$ cat src/rtl/arith_pkg.sv
// Shared op codes, FSM state encoding and op-legality helper for seq_arith_unit.
// Honours SEQ_ARITH_REM_EN: when defined, op 100 (remainder) is a legal op.
package arith_pkg;

    typedef enum logic [2:0] {
        OP_ADD = 3'b000,
        OP_SUB = 3'b001,
        OP_MUL = 3'b010,
        OP_DIV = 3'b011,
        OP_REM = 3'b100
    } arith_op_e;

    typedef enum logic [1:0] {
        ST_IDLE = 2'd0,
        ST_BUSY = 2'd1,
        ST_DONE = 2'd2
    } arith_state_e;

    function automatic logic op_is_valid(input logic [2:0] op);
        logic ok;
        ok = (op == OP_ADD) || (op == OP_SUB) || (op == OP_MUL) || (op == OP_DIV);
`ifdef SEQ_ARITH_REM_EN
        ok = ok || (op == OP_REM);
`endif
        return ok;
    endfunction

    function automatic logic op_uses_divider(input logic [2:0] op);
        logic use_div;
        use_div = (op == OP_DIV);
`ifdef SEQ_ARITH_REM_EN
        use_div = use_div || (op == OP_REM);
`endif
        return use_div;
    endfunction

endpackage

$ cat src/rtl/seq_divider.sv
// Iterative restoring divider on operand magnitudes, one quotient bit per cycle, MSB first.
// Remainder sign fix-up is only built when SEQ_ARITH_REM_EN is defined.
module seq_divider
    import arith_pkg::*;
#(
    parameter int W = 16
) (
    input  logic         clk,
    input  logic         rst,
    input  logic         start,
    input  logic [W-1:0] dividend,
    input  logic [W-1:0] divisor,
    output logic [W:0]   quotient,
    output logic [W-1:0] remainder,
    output logic         done
);

    localparam int CW = $clog2(W + 1);

    logic          r_run;
    logic [CW-1:0] r_cnt;
    logic [W-1:0]  r_quo;
    logic [W-1:0]  r_rem;
    logic [W-1:0]  r_dsr;
    logic          r_q_neg;
`ifdef SEQ_ARITH_REM_EN
    logic          r_r_neg;
`endif

    logic [W-1:0] w_dvd_mag;
    logic [W-1:0] w_dsr_mag;
    logic [W:0]   w_shift;
    logic [W:0]   w_diff;
    logic         w_fits;
    logic [W-1:0] w_rem_next;
    logic [W-1:0] w_quo_next;
    logic [W:0]   w_q_mag;

    // Magnitudes fit in W unsigned bits, including the most-negative operand.
    assign w_dvd_mag = dividend[W-1] ? (~dividend + W'(1)) : dividend;
    assign w_dsr_mag = divisor[W-1]  ? (~divisor  + W'(1)) : divisor;

    // Partial remainder stays below the divisor, so W+1 bits hold the shifted trial.
    assign w_shift    = {r_rem, r_quo[W-1]};
    assign w_diff     = w_shift - {1'b0, r_dsr};
    assign w_fits     = ~w_diff[W];
    assign w_rem_next = w_fits ? w_diff[W-1:0] : w_shift[W-1:0];
    assign w_quo_next = {r_quo[W-2:0], w_fits};

    assign done = r_run && (r_cnt == CW'(1));

    // Results are valid while done is high and are captured by the parent on that edge.
    assign w_q_mag  = {1'b0, w_quo_next};
    assign quotient = r_q_neg ? (~w_q_mag + (W+1)'(1)) : w_q_mag;
`ifdef SEQ_ARITH_REM_EN
    assign remainder = r_r_neg ? (~w_rem_next + W'(1)) : w_rem_next;
`else
    assign remainder = w_rem_next;
`endif

    always_ff @(posedge clk) begin
        if (rst) begin
            r_run   <= 1'b0;
            r_cnt   <= '0;
            r_quo   <= '0;
            r_rem   <= '0;
            r_dsr   <= '0;
            r_q_neg <= 1'b0;
`ifdef SEQ_ARITH_REM_EN
            r_r_neg <= 1'b0;
`endif
        end else if (start) begin
            r_run   <= 1'b1;
            r_cnt   <= CW'(W);
            r_quo   <= w_dvd_mag;
            r_rem   <= '0;
            r_dsr   <= w_dsr_mag;
            r_q_neg <= dividend[W-1] ^ divisor[W-1];
`ifdef SEQ_ARITH_REM_EN
            r_r_neg <= dividend[W-1];
`endif
        end else if (r_run) begin
            r_quo <= w_quo_next;
            r_rem <= w_rem_next;
            r_cnt <= r_cnt - CW'(1);
            if (done) begin
                r_run <= 1'b0;
            end
        end
    end

endmodule

$ cat src/rtl/seq_arith_unit.sv
// Sequential signed add/sub/mul/div(/rem) unit with valid/ready on both sides.
// SEQ_ARITH_REM_EN enables op 100 (signed remainder); otherwise op 100 reports err.
module seq_arith_unit
    import arith_pkg::*;
#(
    parameter int W = 16
) (
    input  logic           clk,
    input  logic           rst,
    input  logic           in_valid,
    output logic           in_ready,
    input  logic [2:0]     op_sel,
    input  logic [W-1:0]   a,
    input  logic [W-1:0]   b,
    output logic           out_valid,
    input  logic           out_ready,
    output logic [2*W-1:0] result,
    output logic           err,
    output logic           busy,
    output logic [1:0]     dbg_state
);

    // Handshake: a request transfers on an edge where in_valid && in_ready; a result
    // transfers on an edge where out_valid && out_ready. Each side holds until it transfers.

    localparam logic [1:0] S_IDLE = ST_IDLE;
    localparam logic [1:0] S_BUSY = ST_BUSY;
    localparam logic [1:0] S_DONE = ST_DONE;

    logic [1:0]     r_state;
    logic [2*W-1:0] r_result;
    logic           r_err;
    logic           r_is_rem;

    logic           w_accept;
    logic           w_op_ok;
    logic           w_use_div;
    logic           w_b_zero;
    logic           w_div_start;
    logic [2*W-1:0] w_a_ext;
    logic [2*W-1:0] w_b_ext;
    logic [2*W-1:0] w_fast;
    logic [W:0]     w_quot;
    logic [W-1:0]   w_rem;
    logic           w_div_done;
    logic [2*W-1:0] w_div_result;

    assign in_ready  = (r_state == S_IDLE);
    assign out_valid = (r_state == S_DONE);
    assign busy      = (r_state == S_BUSY);
    assign result    = r_result;
    assign err       = r_err;
    assign dbg_state = r_state;

    assign w_accept    = in_valid && in_ready;
    assign w_op_ok     = op_is_valid(op_sel);
    assign w_use_div   = op_uses_divider(op_sel);
    assign w_b_zero    = (b == '0);
    assign w_div_start = w_accept && w_op_ok && w_use_div && !w_b_zero;

    assign w_a_ext = {{W{a[W-1]}}, a};
    assign w_b_ext = {{W{b[W-1]}}, b};

    // Working in 2W bits gives the exact W+1-bit sum/difference already sign-extended.
    always_comb begin
        w_fast = '0;
        case (op_sel)
            OP_ADD:  w_fast = w_a_ext + w_b_ext;
            OP_SUB:  w_fast = w_a_ext - w_b_ext;
            OP_MUL:  w_fast = w_a_ext * w_b_ext;
            default: w_fast = '0;
        endcase
    end

    assign w_div_result = r_is_rem ? {{W{w_rem[W-1]}}, w_rem}
                                   : {{(W-1){w_quot[W]}}, w_quot};

    seq_divider #(.W(W)) u_div (
        .clk       (clk),
        .rst       (rst),
        .start     (w_div_start),
        .dividend  (a),
        .divisor   (b),
        .quotient  (w_quot),
        .remainder (w_rem),
        .done      (w_div_done)
    );

    always_ff @(posedge clk) begin
        if (rst) begin
            r_state  <= S_IDLE;
            r_result <= '0;
            r_err    <= 1'b0;
            r_is_rem <= 1'b0;
        end else begin
            case (r_state)
                S_IDLE: begin
                    if (w_accept) begin
                        r_is_rem <= (op_sel == OP_REM);
                        if (!w_op_ok || (w_use_div && w_b_zero)) begin
                            r_result <= '0;
                            r_err    <= 1'b1;
                            r_state  <= S_DONE;
                        end else if (w_use_div) begin
                            r_err   <= 1'b0;
                            r_state <= S_BUSY;
                        end else begin
                            r_result <= w_fast;
                            r_err    <= 1'b0;
                            r_state  <= S_DONE;
                        end
                    end
                end
                S_BUSY: begin
                    if (w_div_done) begin
                        r_result <= w_div_result;
                        r_state  <= S_DONE;
                    end
                end
                S_DONE: begin
                    if (out_ready) begin
                        r_state <= S_IDLE;
                    end
                end
                default: r_state <= S_IDLE;
            endcase
        end
    end

endmodule

$ cat config.mk
export PLATFORM = sky130hd
export DESIGN_NAME = seq_arith_unit
export DESIGN_NICKNAME = d
export VERILOG_FILES = /design/src/rtl/arith_pkg.sv /design/src/rtl/seq_divider.sv /design/src/rtl/seq_arith_unit.sv
export SDC_FILE = /design/constraint.sdc
export NUM_CORES = 1
export LEC_CHECK = 0
export ABC_AREA = 1
export ABC_CLOCK_PERIOD_IN_PS = 8500
export BUFFER_PORTS_ARGS = -buffer_cell sky130_fd_sc_hd__buf_4
export CAP_MARGIN = 30
export CORE_UTILIZATION = 54
export CTS_CLUSTER_SIZE = 40
export DETAILED_ROUTE_END_ITERATION = 8
export GPL_ROUTABILITY_DRIVEN = 0
export PLACE_DENSITY = 0.69
export SYNTH_ARGS = -nofsm -noshare
export SYNTH_HDL_FRONTEND = slang
export SYNTH_SLANG_ARGS = --single-unit
export TNS_END_PERCENT = 10
$ cat constraint.sdc
create_clock -name clk -period 8.5 [get_ports clk]
set_clock_uncertainty 0.2 [all_clocks]
set_input_delay 0.85 -clock clk [delete_from_list [all_inputs] [get_ports clk]]
set_output_delay 0.85 -clock clk [all_outputs]
set_load 0.01 [all_outputs]
==> metrics.csv, run 1 <==
metric;value;unit
synthXorXnorAreaFrac;2.64;%
coreArea;33400;sq um
synth-compound-area-share;11.9;%
clk_pin_slew_worst_paths;60;ps
yosys-top-cells-area;fa_1 29%, inv_1 13%, nand2_1 12%;
power_switching;0.00506;W
vias;16900;
hold_viol;0;
highest_layer;met4;
cts_tree;yes;
routed-wl-met3;4920;um
grt_pass1_wl;88200;um
num_antenna_cells;0;
syn-num-nets;3063;
synth_commonest_cells;631 x inv_1, 577 x nand2_1, 265 x fa_1;
p_clk_share;5.1;%
syn_inst;2623;
antenna_left;0;
avgSynthCellArea;6.97;sq um
min_period;7340;ps
synth_top_family_by_area;adder cells;
path_class;in2reg;
cts_htree_levels;3;
wl_met2;25300;um
grt_start_max_net_pins;52;
grt_use_total;33.6;%
io_pins;77;
detailed_place_hpwl;43400;um
overflow;0;
io_buffer_count;76;
ys_ff_latch;91;
final_max_slew_viol_count;0;
synthArstFlopShare;0;%
post-cts-setup-buffer-count;0;
nNetsFinal;3046;
drt-met1-wl;23500;um
worst_slew_pin_slew;865;ps
intPower;0.00346;W
power.share.sequential;6.0;%
dieArea;34600;sq um
cp_slowest_stage_delay;690;ps
crit_fanout;20;
initialDrtViolationCount;1662;
cts_root_buf;clkbuf_16;
synth_area_leader_cell;fa_1;
relSlewSlack;42.3;%
grt_pass1_vias;16600;
synth-simple-area-share;21.3;%
holdBufCountCts;0;
drc;0;
clockBufferDepth;2;
ys_warn_count;0;
place_area;19000;sq um
ys_types;54;
synth_edf_count;0;
wl_per_cell;18.2;um
die_h;186;um
power_frac_comb;88.9;%
crit_family;adder cells;
row_count;67;
first_pass_iters;7;
chipWidth;186;um
grt_setup_unrepaired;false;
clkSinkCount;91;
fin_area;19300;sq um
crit_required;8550;ps
start_kind;primary input;
synth_fa_ha_area_share;38.3;%
post_cts_resized;0;
clkLatencyLatePin;350;ps
start_util;54.6;%
leakagePower;10.8;nW
period_share;86.4;%
synthFlopType;dfxtp_1;
yosysTopAreaCellShare;29.0;%
critPathCaptureType;flip-flop;
routed_wl;55700;um
netlist_area;18300;sq um
fmax;136;MHz
avgViaCountPerCell;5.54;
maxCapViolCount;0;
drive_gt1_share;5.44;%
path_buf_inv;8;
numCtsBuffers;9;
path_common_cell;inv_1;
vdd_drop_max;0.540;mV
status;completed;
slowest_stage;nor3_1;
ys_seq_area_share;9.97;%
area_growth;5.60;%
min_path_type;reg2reg;
p_per_area;442;nW/um^2
switching_share;59.4;%
yosysMostFrequentCell;inv_1;
tns;0;ps
grt_antenna_before_repair;0;
finalSetupViolations;0;
critPathArrivalTime;7390;ps
synth_mux_area_share;0;%
[registers in the layout, summed over array words and instances, names as in the netlist]
signal	cells
dbg_state	2
err	1
r_is_rem	1
result	32
u_div.r_cnt	5
u_div.r_dsr	16
u_div.r_q_neg	1
u_div.r_quo	16
u_div.r_rem	16
u_div.r_run	1
[worst paths after layout]
| path | from | endpoint | slack (ps) | depth (start not counted) |
|---|---|---|---|---|
| min | u_div.r_cnt[2]$_SDFFE_PP0P_ | u_div.r_cnt[2]$_SDFFE_PP0P_ | 280 | 2 |
| min reg2reg | u_div.r_cnt[2]$_SDFFE_PP0P_ | u_div.r_cnt[2]$_SDFFE_PP0P_ | 280 | 2 |
| max | a[7] | result[25]$_SDFFE_PP0P_ | 1160 | 27 |
| max reg2reg | u_div.r_quo[15]$_SDFFE_PP0P_ | result[14]$_SDFFE_PP0P_ | 4510 | 26 |
[power by group through the flow]
stage | sequential [W] | combinational (W) | clock [W]
after floorplan | 0.000518 | 0.00557 | 0
after global placement | 0.000517 | 0.00731 | 0
after detailed placement | 0.000517 | 0.00744 | 0
after CTS | 0.000508 | 0.00748 | 0.000435
after global routing | 0.000512 | 0.00865 | 0.000452
final | 0.000509 | 0.00758 | 0.000434
[worst reg2reg max path, delay by kind of cell, from the launching register on]
| family | cells | cell delay [ps] |
|---|---|---|
| AND/OR/NAND/NOR | 15 | 1840 |
| adder cells (fa/ha/maj) | 3 | 800 |
| flip-flops | 1 | 350 |
| buffers and inverters | 5 | 340 |
| AO/OA/AOI/OAI | 2 | 180 |
| XOR/XNOR | 1 | 150 |
[through the flow]
step	instances	setup WS [ps]	power (W)	util (%)	hold slack, ps
6_report	3058	1160	0.00852	57.7	277
5_1_grt	3058	974	0.00961	57.7	303
4_1_cts	3058	1390	0.00843	57.7	281
3_5_place_dp	3043	1050	0.00796	56.8	269
3_3_place_gp	3042	1050	0.00783	56.7	264
2_1_floorplan	2623	1470	0.00609	-	235
[logic make-up (layout without fill, tap and decap cells)]
| group | count (synthesis) | after routing |
|---|---|---|
| AOI/OAI and AO/OA | 385 | 385 |
| adders and majority gates | 401 | 401 |
| DFF | 91 | 91 |
| xor gates and xnor gates | 55 | 55 |
| and+or+nand+nor | 939 | 939 |
| buffers and inverters | 752 | 739 |
[layout by cell type, fill, tap and decap left out, drive strengths merged, types with 2 or more instances in the layout]
master,n
o21ai,137
xnor2,14
o22ai,17
o21a,3
o21bai,15
dfxtp,91
clkbuf,10
fa,265
a31oi,12
a21boi,4
clkinv,4
o311ai,2
a21oi,151
inv,639
nand2,586
buf,84
ha,136
a21o,7
nor3,31
o31ai,6
nor2,181
or2,12
xor2,41
o211ai,13
o221ai,11
bufinv,2
nor4,3
a211oi,2
nand3b,7
nand3,102
nand4,16
a31o,2
[layout make-up]
type                            count  area (sq um)
Clock inverter                      5          78.8
Fill cell                        3214         14100
Multi-Input combinational cell   1780         13600
Sequential cell                    91          1820
Inverter                          640          2410
Clock buffer                       10           229
Timing Repair Buffer               84           638
Tap cell                          448           561
[routing by layer]
layer	GRT usage (%)	vias up
met5	0	-
met4	11.5	0
met3	5.95	120
met2	53.6	711
met1	45.7	8190
li1	-	7910
(Power assumes the default switching activity.)
==> inputs of run 2 (changes only) <==
--- a/config.mk
+++ b/config.mk
@@ -14,6 +14,7 @@
 export DETAILED_ROUTE_END_ITERATION = 8
 export GPL_ROUTABILITY_DRIVEN = 0
 export PLACE_DENSITY = 0.69
+export REMOVE_ABC_BUFFERS = 1
 export SYNTH_ARGS = -nofsm -noshare
 export SYNTH_HDL_FRONTEND = slang
 export SYNTH_SLANG_ARGS = --single-unit
==> metrics.csv, run 2 (synthesized netlist as in run 1, its figures left out) <==
metric;value;unit;change
grt_setup_unrepaired;false;;
path_common_cell;inv_1;;
cp_slowest_stage_delay;600;ps;-90 ps
worst_slew_pin_slew;920;ps;+54.7 ps
fin_area;19300;sq um;about the same
num_antenna_cells;0;;unchanged
detailed_place_hpwl;43100;um;-0.69%
grt_pass1_wl;89100;um;+0.98%
p_per_area;437;nW/um^2;-1.1%
whs_endpoint;u_div.r_dsr[0]$_SDFFE_PP0P_;;
hold_viol;0;;unchanged
slowest_stage;nor3_1;;
vdd_drop_max;0.461;mV;-15%
crit_required;8550;ps;about the same
avgViaCountPerCell;5.47;;-1.2%
final_max_slew_viol_count;0;;unchanged
reg2reg_depth;9;;-65%
status;completed;;
overflow;0;;unchanged
grt_pass1_vias;16800;;+0.96%
clockBufferDepth;2;;unchanged
leakagePower;10.8;nW;-0.13%
drive_gt1_share;5.44;%;about the same
hold_start;u_div.r_dsr[0]$_SDFFE_PP0P_;;
tns;0;ps;unchanged
crit_family;adder cells;;
cts_tree;yes;;
clkSinkCount;91;;unchanged
maxCapViolCount;0;;unchanged
start_kind;primary input;;
io_pins;77;;unchanged
r2r_start;u_div.r_run$_SDFF_PP0_;;
coreArea;33400;sq um;unchanged
crit_fanout;20;;unchanged
path_buf_inv;8;;unchanged
dieArea;34600;sq um;unchanged
period_share;83.4;%;-3.0 points
cts_root_buf;clkbuf_16;;
min_path_cells;2;;unchanged
numCtsBuffers;9;;unchanged
nNetsFinal;3044;;-0.066%
largest_reg_flops;32;;unchanged
clk_pin_slew_worst_paths;70;ps;about the same
chipWidth;186;um;unchanged
worstReg2RegEnd;result[20]$_SDFFE_PP0P_;;
finalHoldWorstSlack;277;ps;+0.412 ps
io_buffer_count;76;;unchanged
clkLatencyLatePin;350;ps;about the same
critPathArrivalTime;7140;ps;-250 ps
critPathCaptureType;flip-flop;;
area_growth;5.54;%;about the same
first_pass_iters;5;;-2
wl_per_cell;18.0;um;-1.3%
relSlewSlack;38.7;%;-3.6 points
antenna_left;0;;unchanged
grt_start_max_net_pins;52;;unchanged
post-cts-setup-buffer-count;0;;unchanged
fin_util;57.7;%;about the same
post_cts_resized;0;;unchanged
final_common_cell;inv_1;;
grt_use_total;33.6;%;+0.080 points
initialDrtViolationCount;1627;;-2.1%
cts_htree_levels;3;;unchanged
die_h;186;um;unchanged
row_count;67;;unchanged
mostFrequentLayoutCells;631 x inv_1, 577 x nand2_1, 265 x fa_1;;
drc;0;;unchanged
finalSetupViolations;0;;unchanged
path_class;in2reg;;
min_period;7090;ps;-258 ps
routed_wl;55000;um;-1.4%
min_path_type;reg2reg;;
grt_antenna_before_repair;0;;unchanged
fmax;141;MHz;+3.6%
timing.reg2reg.setup_slack;4260;ps;-250 ps
place_area;19000;sq um;unchanged
start_util;54.6;%;unchanged
vias;16700;;-1.2%
holdBufCountCts;0;;unchanged
==> run 2: cell types whose count changed in the layout (fill, tap and decap cells not counted) <==
cell and change:
nor2_1 -1, buf_8 -1, clkbuf_1 -1, bufinv_16 -1, buf_4 -2, nor2_2 +1, clkinv_2 -2, buf_16 +1
clkinvlp_4 +1, inv_6 +3
==> run 2: stage by stage <==
stage               total power [W]  setup WS (ps)  instances
floorplan                   0.00604           2230       2511
global placement            0.00780           1220       3040
detailed placement          0.00788           1240       3041
CTS                         0.00833           1580       3056
global route                0.00952           1170       3056
finish                      0.00842           1410       3056
==> run 2: cell type report <==
class | instances | area [sq um]
tap | 448 | 561
multi-input combinational | 1780 | 13600
fill | 3211 | 14200
timing repair buffer | 82 | 636
sequential | 91 | 1820
clock inverter | 6 | 72.6
inverter | 640 | 2410
clock buffer | 9 | 225
==> run 2: tightest hold or removal path: cells and delay by family, from the launching register on <==
| family | cells | cell delay [ps] |
|---|---|---|
| and+or+nand+nor | 1 | 50 |
| DFF | 1 | 340 |
| AOI/OAI and AO/OA | 1 | 50 |
==> run 2: routing by layer <==
metal / part of all wire, % / vias up / wire, um / track usage [%]
met2: 46 / 675 / 25500 / 54.8
met5: 0 / - / 0 / 0
li1: - / 7914 / - / -
met4: 3.7 / 0 / 2040 / 12.1
met1: 42 / 8018 / 23300 / 46.2
met3: 7.5 / 116 / 4100 / 3.64
==> run 2: report_power, final <==
part	switching, W	leakage (nW)	total, W	internal, W
logic	0.00475	9.94	0.00750	0.00274
registers	0.0000407	0.741	0.000511	0.000470
clock network	0.000185	0.143	0.000415	0.000230
total	0.00498	10.8	0.00842	0.00344
==> run 2: worst max path at each step <==
| stage | slack (ps) | end | from | cells past startpoint |
|---|---|---|---|---|
| 2_1_floorplan | 2230 | result[27]$_SDFFE_PP0P_ | b[1] | 23 |
| 3_3_place_gp | 1220 | result[25]$_SDFFE_PP0P_ | a[15] | 24 |
| 3_5_place_dp | 1240 | result[25]$_SDFFE_PP0P_ | a[7] | 27 |
| 4_1_cts | 1580 | result[25]$_SDFFE_PP0P_ | a[15] | 24 |
| 5_1_grt | 1170 | result[25]$_SDFFE_PP0P_ | a[15] | 24 |
| 6_report | 1410 | result[25]$_SDFFE_PP0P_ | a[7] | 27 |
==> inputs of run 3 (changes only) <==
--- a/config.mk
+++ b/config.mk
@@ -6,14 +6,14 @@
 export NUM_CORES = 1
 export LEC_CHECK = 0
 export ABC_AREA = 1
-export ABC_CLOCK_PERIOD_IN_PS = 8500
+export ABC_CLOCK_PERIOD_IN_PS = 5900
 export BUFFER_PORTS_ARGS = -buffer_cell sky130_fd_sc_hd__buf_4
 export CAP_MARGIN = 30
 export CORE_UTILIZATION = 54
 export CTS_CLUSTER_SIZE = 40
 export DETAILED_ROUTE_END_ITERATION = 8
 export GPL_ROUTABILITY_DRIVEN = 0
-export PLACE_DENSITY = 0.69
+export PLACE_DENSITY = 0.72
 export REMOVE_ABC_BUFFERS = 1
 export SYNTH_ARGS = -nofsm -noshare
 export SYNTH_HDL_FRONTEND = slang
==> constraint.sdc (replaced) <==
create_clock -name clk -period 5.9 [get_ports clk]
set_clock_uncertainty 0.2 [all_clocks]
set_input_delay 0.59 -clock clk [delete_from_list [all_inputs] [get_ports clk]]
set_output_delay 0.59 -clock clk [all_outputs]
set_load 0.01 [all_outputs]
==> metrics.csv, run 3 (synthesized netlist as in run 1, its figures left out) <==
metric;value;unit;change
path_class;in2reg;;
fin_area;21700;sq um;+13%
cts_root_buf;clkbuf_16;;
drive_gt1_share;15.7;%;+10 points
critPathCaptureType;flip-flop;;
grt_pass1_vias;17800;;+6.1%
clockBufferDepth;2;;unchanged
placedCellCount;3252;;+6.9%
cp-startpoint;b[15];;
initialDrtViolationCount;1857;;+14%
dieArea;34600;sq um;unchanged
grt_pass1_wl;91000;um;+2.1%
start_kind;primary input;;
seqCellArea;1820;sq um;unchanged
stdcell_count;3278;;+7.3%
wl_met2;27000;um;+6.2%
timing.final.ws_setup;-176;ps;-1590 ps
reg2reg_depth;24;;+15
final_max_slew_viol_count;0;;unchanged
num_antenna_cells;0;;unchanged
relSlewSlack;38.8;%;+0.16 points
overflow;0;;unchanged
grt_use_total;34.1;%;+0.43 points
nNetsFinal;3265;;+7.3%
wl_per_cell;17.6;um;-2.0%
die_h;186;um;unchanged
crit_family;adder cells;;
largest_reg_flops;32;;unchanged
r2r_start;u_div.r_quo[15]$_SDFFE_PP0P_;;
chipWidth;186;um;unchanged
status;complete, but fails checks;;
cts_tree;yes;;
area_growth;19.0;%;
maxCapViolCount;0;;unchanged
period_share;103;%;
finalSetupViolations;12;;+12
highest_layer;met4;;
grt_start_max_net_pins;52;;unchanged
multiInputGateArea;14000;sq um;+3.2%
start_util;54.6;%;unchanged
row_count;67;;unchanged
clkLatencyLatePin;350;ps;about the same
grt_antenna_before_repair;0;;unchanged
path_depth;26;;-3.7%
mostFrequentLayoutCells;617 x inv_1, 563 x nand2_1, 260 x fa_1;;
n_fill_cell;2890;;-10%
clkSinkCount;91;;unchanged
preCtsSetupSlack;-835;ps;-2080 ps
avgViaCountPerCell;5.48;;about the same
timing.reg2reg.setup_slack;1760;ps;-2500 ps
min_path_type;reg2reg;;
path_buf_inv;7;;-1
routed-wl-met3;5130;um;+25%
violations;negative setup slack;;
drt-met1-wl;23100;um;-1.3%
tns;-1160;ps;-1160 ps
vias;18000;;+7.3%
min_path_cells;2;;unchanged
critPathArrivalTime;6130;ps;-1010 ps
slowest_stage;fa_1;;
worstReg2RegEnd;result[20]$_SDFFE_PP0P_;;
final_common_cell;inv_1;;
first_pass_iters;6;;+1
io_buffer_count;76;;unchanged
min_period;6080;ps;
path_common_cell;fa_1;;
holdBufCountCts;0;;unchanged
numCtsBuffers;9;;unchanged
place_area;20700;sq um;+9.1%
cp_slowest_stage_delay;590;ps;about the same
io_pins;77;;unchanged
clk_pin_slew_worst_paths;80;ps;about the same
cts_htree_levels;3;;unchanged
hold_viol;0;;unchanged
grt_setup_unrepaired;true;;
detailed_place_hpwl;46600;um;+8.3%
crit_required;5960;ps;-2590 ps
worst_slew_pin_slew;918;ps;-2.33 ps
fmax;165;MHz;
routed_wl;57800;um;+5.1%
coreArea;33400;sq um;unchanged
antenna_left;0;;unchanged
crit_fanout;5;;-75%
drc;0;;unchanged
endpoint;result[25]$_SDFFE_PP0P_;;
-- run 3: cell count changes in the layout (fill, tap and decap cells not counted), sizes merged --
cell,before,now
clkinv,2,1
buf,82,301
inv,642,639
clkbuf,9,13
clkinvlp,1,4
-- run 3: cell type report --
class	count	area share, %
Inverter	640	11.1
Timing Repair Buffer	303	12.2
Clock inverter	5	0.282
Clock buffer	11	1.12
Sequential cell	91	8.38
Tap cell	448	2.58
Multi-Input combinational cell	1780	64.4
-- run 3: stage by stage --
stage / hold slack (ps) / utilization, %
after floorplan: 235 / -
after global placement: 255 / 61.9
after detailed placement: 278 / 61.9
after CTS: 296 / 63.7
after global routing: 320 / 65.0
final: 294 / 65.0
-- run 3: per-layer routing --
layer,vias to the layer above,GRT usage (%)
met5,-,0
met4,0,12.9
met3,175,5.20
met2,872,57.0
met1,8542,44.3
li1,8363,-
-- run 3: worst min path at each step --
| stage | start | end |
|---|---|---|
| 2_1_floorplan | u_div.r_dsr[0]$_SDFFE_PP0P_ | u_div.r_dsr[0]$_SDFFE_PP0P_ |
| 3_3_place_gp | u_div.r_dsr[0]$_SDFFE_PP0P_ | u_div.r_dsr[0]$_SDFFE_PP0P_ |
| 3_5_place_dp | u_div.r_dsr[0]$_SDFFE_PP0P_ | u_div.r_dsr[0]$_SDFFE_PP0P_ |
| 4_1_cts | u_div.r_dsr[0]$_SDFFE_PP0P_ | u_div.r_dsr[0]$_SDFFE_PP0P_ |
| 5_1_grt | u_div.r_cnt[2]$_SDFFE_PP0P_ | u_div.r_cnt[2]$_SDFFE_PP0P_ |
| 6_report | u_div.r_dsr[0]$_SDFFE_PP0P_ | u_div.r_dsr[0]$_SDFFE_PP0P_ |
-- run 3: timing repair --
action / CTS / global route
buffers inserted: 1 / 7
resized for setup: 76 / 78
cloned: 0 / 2
pin swaps: 24 / 44
endpoints found under the setup margin: 17 / 21
-- run 3: tightest hold or removal path: stages, from the launching register on --
cell,delay [ps]
dfxtp_1,340
nand2_1,60
o21ai_0,60
Power of run 3 is not shown: default switching activity piles up to over one toggle a cycle in this logic, so the estimate is an artifact.
